`src/rtl/clk_div_int_if.sv`:
```
// clk_div_int_if: control and output bundle for the integer clock divider.
// The master side (rate decoder / bench) drives enable and ratio; the slave
// side (the divider) returns the divided clock and the period tick.
interface clk_div_int_if #(
  parameter int RATIO_WD = 8
);
  logic                clk_en;
  logic [RATIO_WD-1:0] div_ratio;
  logic                div_clk;
  logic                period_tick;

  modport master (
    output clk_en,
    output div_ratio,
    input  div_clk,
    input  period_tick
  );

  modport slave (
    input  clk_en,
    input  div_ratio,
    output div_clk,
    output period_tick
  );
endinterface

```
`src/rtl/clk_div_int.sv`:
```
// clk_div_int: integer clock divider producing the UART TX bit clock.
// Divides ref_clk by an 8-bit ratio N (even or odd). The high phase lasts
// N>>1 reference cycles and the low phase the remainder, so odd ratios get
// the extra cycle in the low phase. With the divider disabled or N < 2 the
// output is the reference clock itself and all state is held cleared.
//
// Optional feature, macro CLKDIV_RATIO_SHADOW_EN:
//   defined   - N comes from a shadow register that loads the ratio input
//               while in bypass and at each period boundary, so a ratio
//               change only takes effect once the current period completes.
//   undefined - N is the live ratio input; a change mid-period reshapes the
//               current period and the counter wraps if it is already past
//               the new end value.
module clk_div_int #(
  parameter int RATIO_WD = 8
) (
  input  logic          ref_clk,
  input  logic          rst,
  clk_div_int_if.slave  bus
);

  localparam logic [RATIO_WD-1:0] ONE = RATIO_WD'(1);
  localparam logic [RATIO_WD-1:0] TWO = RATIO_WD'(2);

  logic [RATIO_WD-1:0] cnt;
  logic [RATIO_WD-1:0] cnt_nxt;
  logic [RATIO_WD-1:0] ratio_n;
  logic [RATIO_WD-1:0] ratio_last;
  logic [RATIO_WD-1:0] half;
  logic                bypass;
  logic                div_q;
  logic                tick_q;
  logic                div_nxt;
  logic                tick_nxt;

`ifdef CLKDIV_RATIO_SHADOW_EN
  logic [RATIO_WD-1:0] ratio_shadow;

  // Shadow ratio: follows the input in bypass, otherwise only reloads at the
  // edge that closes a period, so a running period is never truncated.
  always_ff @(posedge ref_clk) begin
    if (rst) begin
      ratio_shadow <= '0;
    end else if (bypass || (cnt_nxt == '0)) begin
      ratio_shadow <= bus.div_ratio;
    end
  end

  assign ratio_n = ratio_shadow;
`else
  assign ratio_n = bus.div_ratio;
`endif

  // Ratio decode and next-count: the >= compare keeps the counter in range
  // when the ratio shrinks below the current count. The high phase covers
  // counts 1..H so the rise coincides with the count-1 period tick.
  always_comb begin
    bypass     = 1'b0;
    ratio_last = '0;
    half       = '0;
    cnt_nxt    = '0;
    div_nxt    = 1'b0;
    tick_nxt   = 1'b0;

    bypass     = !bus.clk_en || (ratio_n < TWO);
    ratio_last = ratio_n - ONE;
    half       = ratio_n >> 1;
    cnt_nxt    = (cnt >= ratio_last) ? '0 : (cnt + ONE);
    div_nxt    = (cnt_nxt != '0) && (cnt_nxt <= half);
    tick_nxt   = (cnt_nxt == ONE);
  end

  // Counter, divided-clock and tick registers; reset wins over everything,
  // bypass clears state so the first active edge always starts a fresh
  // period with the output high.
  always_ff @(posedge ref_clk) begin
    if (rst) begin
      cnt    <= '0;
      div_q  <= 1'b0;
      tick_q <= 1'b0;
    end else if (bypass) begin
      cnt    <= '0;
      div_q  <= 1'b0;
      tick_q <= 1'b0;
    end else begin
      cnt    <= cnt_nxt;
      div_q  <= div_nxt;
      tick_q <= tick_nxt;
    end
  end

  assign bus.div_clk     = bypass ? ref_clk : div_q;
  assign bus.period_tick = tick_q;

endmodule

```
`src/flat_wrapper.sv`:
```
// flat-port wrapper written by rule: the top's interface ports become plain ports
module clk_div_int_flat 
#(
  parameter int RATIO_WD = 8
)
  (ref_clk, rst, bus_clk_en, bus_div_ratio, bus_div_clk, bus_period_tick);
  clk_div_int_if #(.RATIO_WD(RATIO_WD)) bus_i ();
  input  logic ref_clk;
  input  logic rst;
  input wire logic [$bits(bus_i.clk_en)-1:0] bus_clk_en;
  input wire logic [$bits(bus_i.div_ratio)-1:0] bus_div_ratio;
  output wire logic [$bits(bus_i.div_clk)-1:0] bus_div_clk;
  output wire logic [$bits(bus_i.period_tick)-1:0] bus_period_tick;
  assign bus_i.clk_en = bus_clk_en;
  assign bus_i.div_ratio = bus_div_ratio;
  assign bus_div_clk = bus_i.div_clk;
  assign bus_period_tick = bus_i.period_tick;
  clk_div_int #(.RATIO_WD(RATIO_WD)) u_core (.ref_clk(ref_clk), .rst(rst), .bus(bus_i));
endmodule
```
`config.mk`:
```
export PLATFORM = sky130hd
export DESIGN_NAME = clk_div_int_flat
export DESIGN_NICKNAME = d
export VERILOG_FILES = /design/src/rtl/clk_div_int_if.sv /design/src/rtl/clk_div_int.sv /design/src/flat_wrapper.sv
export SDC_FILE = /design/constraint.sdc
export NUM_CORES = 1
export LEC_CHECK = 0
export CAP_MARGIN = 20
export CORE_MARGIN = 8
export CORE_UTILIZATION = 49
export DETAILED_ROUTE_END_ITERATION = 10
export HOLD_SLACK_MARGIN = 0.06
export PLACE_DENSITY = 0.73
export SLEW_MARGIN = 20
export SYNTH_ARGS = -nofsm -noshare
export SYNTH_HDL_FRONTEND = slang
export SYNTH_SLANG_ARGS = --single-unit
export TNS_END_PERCENT = 30
```
`constraint.sdc`:
```
create_clock -name ref_clk -period 5.1 [get_ports ref_clk]
set_clock_uncertainty 0.05 [all_clocks]
set_input_delay 1.02 -clock ref_clk [delete_from_list [all_inputs] [get_ports ref_clk]]
set_output_delay 1.02 -clock ref_clk [all_outputs]
set_load 0.005 [all_outputs]
```
### Yosys cells after proc, flatten, opt, wreduce, memory -nomap -nowiden

Index checks and enable logic that the tools add are counted.
W data, S select, Z words.

* register bits after elaboration: 10
* bits of input ports: 11
* output and inout port bits: 2
* word-level logic and storage cells: 16

* $add $sub $neg: 2
* magnitude comparators: 3
* equal/unequal tests: 1
* mux-type cells: 2
* reduce and logical (&&, ||, !) cells: 5

Operator list (number)
* $add A8 B1 Y8 const B: 1
* $eq A8 B1 Y1 const B: 1
* $ge A8 B8 Y1: 1
* $le A8 B7 Y1: 1
* $lt A8 B2 Y1 const B: 1
* $mux W8: 1
* $reduce_bool A8 Y1: 1
* $sub A8 B1 Y8 const B: 1
* $reduce_or A2 Y1: 1
* $logic_and A1 B1 Y1: 1
* $logic_not A1 Y1: 1
* $logic_or A1 B1 Y1: 1
* $mux W1: 1

### Longest topological paths before layout

* depth after elaboration: 5
* gate-level depth with buffers: 17
* mapped depth without buffers: 16

==> summary.txt <==
Layout Utilization - 63.0%
Core ar. - 0.00175 mm^2
CP bufs+invs - 3
Slowest-stage cell, CP - clkdlybuf4s50_1
Hold Buf Count CTS - 0
TritonCTS clock tree - yes
Register area share after synthesis - 21.7%
Via density per instance - 5.39
Layout fillers - 172
Ys Warns - 0
Vias - 819
Setup CP Type - clk -> out
HP Class - reg -> reg
Vias in the first global route - 853
Avg Cell Area, Syn - 8.23 um^2
FF-to-FF path depth - 13
Diodes inserted - 0
CP max FO - 2
Req. time, crit path - 4.03 ns
CP peak stage delay - 0.45 ns
Die height - 59.4 um
GR Overflow Total - 0
RSZ-0062 raised after global routing - false
Synth top area share - 23.1%
Synthesized flop and latch total - 10
Worst R2R End - u_core.div_q
CP most frequent cell - clkbuf_4
CP top delay family - buffers and inverters
Final setup TNS - 0 ns
Global-route wire length before repair - 3420 um
RD Place Congestion - 0.782
Slew headroom - 74.5%
Post-CTS setup buffer count - 0
Cell taking the most area after synthesis - ha_1
Worst reg2reg startpoint - u_core.cnt[0]
Final routed DRC violation total - 0
Final ANT Viol Nets - 0
Worst-path cell chain - clkbuf_4 -> clkbuf_4 -> mux2_2 -> clkdlybuf4s50_1
CTS clk-pin slew, worst paths - 0.05 ns
Die area - 0.00353 mm^2
Startpoint types - clock port
Top post-synthesis cells by area - ha_1 (23%), dfxtp_1 (22%), xnor2_1 (7.6%), nor2_1 (6.9%), inv_1 (4.5%)
Gr usage total - 13.0%
Crit path launch - ref_clk
Mapped Nets - 140
# resized after CTS - 0
Most frequent cells in the layout - nor2_1 (17), ha_1 (17), clkdlybuf4s50_1 (12), inv_1 (11), dfxtp_1 (10)
Total Routed Length - 2060 um
Outcome - complete, no violations
Initial antenna violation count - 0
Synth Instances - 112
Core Rows - 15
Top FF cell, synth - dfxtp_1
Setup slack, reg-to-reg - 2.12 ns
Fin. max-slew vios - 0
HPWL Detailed - 1630 um
Overall Power - 0.000222 W
Library cells used by synthesis - 28
Drt wl/cell - 13.5 um
Crit path arrival time - 3.50 ns
Critical Path Sink - bus_div_clk
Initial Util - 52.8%
Largest net degree at the start of global routing - 11
Power Density - 202 mW/mm^2
Area growth syn-to-layout - 19.3%
Mapped cell area - 922 um^2
Drt pass-1 iters - 4
Lkg Pwr - 0.511 nW
WHS - 0.454 ns
Port Buffer Count - 12
Detailed Route Iter0 Violations - 18
Max_cap viols - 0
Post-synth EDFFs - 0
Die width - 59.4 um
Nets - 157
Worst Max-Slew Pin Slew - 0.383 ns
Maximum vdd drop - 0.237 mV
Worst-Skew Late Latency - 0.36 ns
Final Setup Violations - 0
Endpoint class of the critical path - output port
Proportion of layout cells with a drive suffix above 1 - 7.09%
Stages on the worst setup path - 4
Final Hold Fails - 0
Ports - 13
Post-synth ARST share - 0%
Yosys cell counts, types with 2 or more instances:
library cell,count
nor3_1,3
nor2b_1,3
nor2_1,17
dfxtp_1,10
o21ai_0,4
xnor2_1,8
nor4_1,3
ha_1,17
clkbuf_1,2
xor2_1,4
nand4_1,4
nand2b_1,2
inv_1,11
and3_1,4
a31oi_1,2
nand3_1,6
where the power goes:
| group | switching [W] | total, W | internal (W) |
|---|---|---|---|
| Clock | 0.0000346 | 0.0000984 | 0.0000638 |
| Combinational | 0.0000206 | 0.0000422 | 0.0000216 |
| Sequential | 0.00000140 | 0.0000815 | 0.0000801 |
| Total | 0.0000566 | 0.000222 | 0.000165 |
metal layers:
metal / wire length [um] / vias to the layer above / track usage (%)
met3: 144 / 2 / 7.59
met1: 926 / 376 / 14.0
met2: 963 / 15 / 20.6
met5: 0 / - / 0
li1: - / 426 / -
met4: 21 / 0 / 4.10
state kept, by name, summed over array words and instances (netlist names):
register / cells
u_core.bus.period_tick: 1
u_core.cnt: 8
u_core.div_q: 1
area by class of cell:
type / count / area, um^2 / share of cell area [%]
multi-input cells: 88 / 662 / 60.2
inverters: 11 / 41.3 / 3.75
clock buffers: 7 / 55.1 / 5.01
well taps: 25 / 31.3 / 2.84
repair buffers: 11 / 110 / 10.0
flip-flops and latches: 10 / 200 / 18.2
worst min path at each step:
stage / startpoint / end / slack [ns] / depth (start not counted)
final: u_core.cnt[0] / u_core.cnt[0] / 0.45 / 1
after global placement: u_core.cnt[0] / u_core.cnt[0] / 0.42 / 1
after detailed placement: u_core.cnt[0] / u_core.cnt[0] / 0.44 / 1
after global routing: u_core.cnt[0] / u_core.cnt[0] / 0.48 / 1
after CTS: u_core.cnt[0] / u_core.cnt[0] / 0.45 / 1
after floorplan: u_core.cnt[0] / u_core.cnt[0] / 0.39 / 1
stage by stage:
step                      std cells  cell area (um^2)  worst slack [ns]
final                           152              1100             0.532
after global routing            152              1100             0.508
after CTS                       152              1100             0.510
after detailed placement        146              1050             0.365
after global placement          146              1050             0.503
after floorplan                 112               922              1.16
cells by family after synthesis:
family / after synthesis / synth area share (%)
AND/OR/NAND/NOR: 46 / 25.9
adder cells (fa/ha/maj): 17 / 23.1
buffers and inverters: 14 / 6.51
AO/OA/AOI/OAI: 12 / 10.2
XOR/XNOR: 12 / 11.4
flip-flops: 10 / 21.7
multiplexers: 1 / 1.22
(Power assumes the default switching activity.)
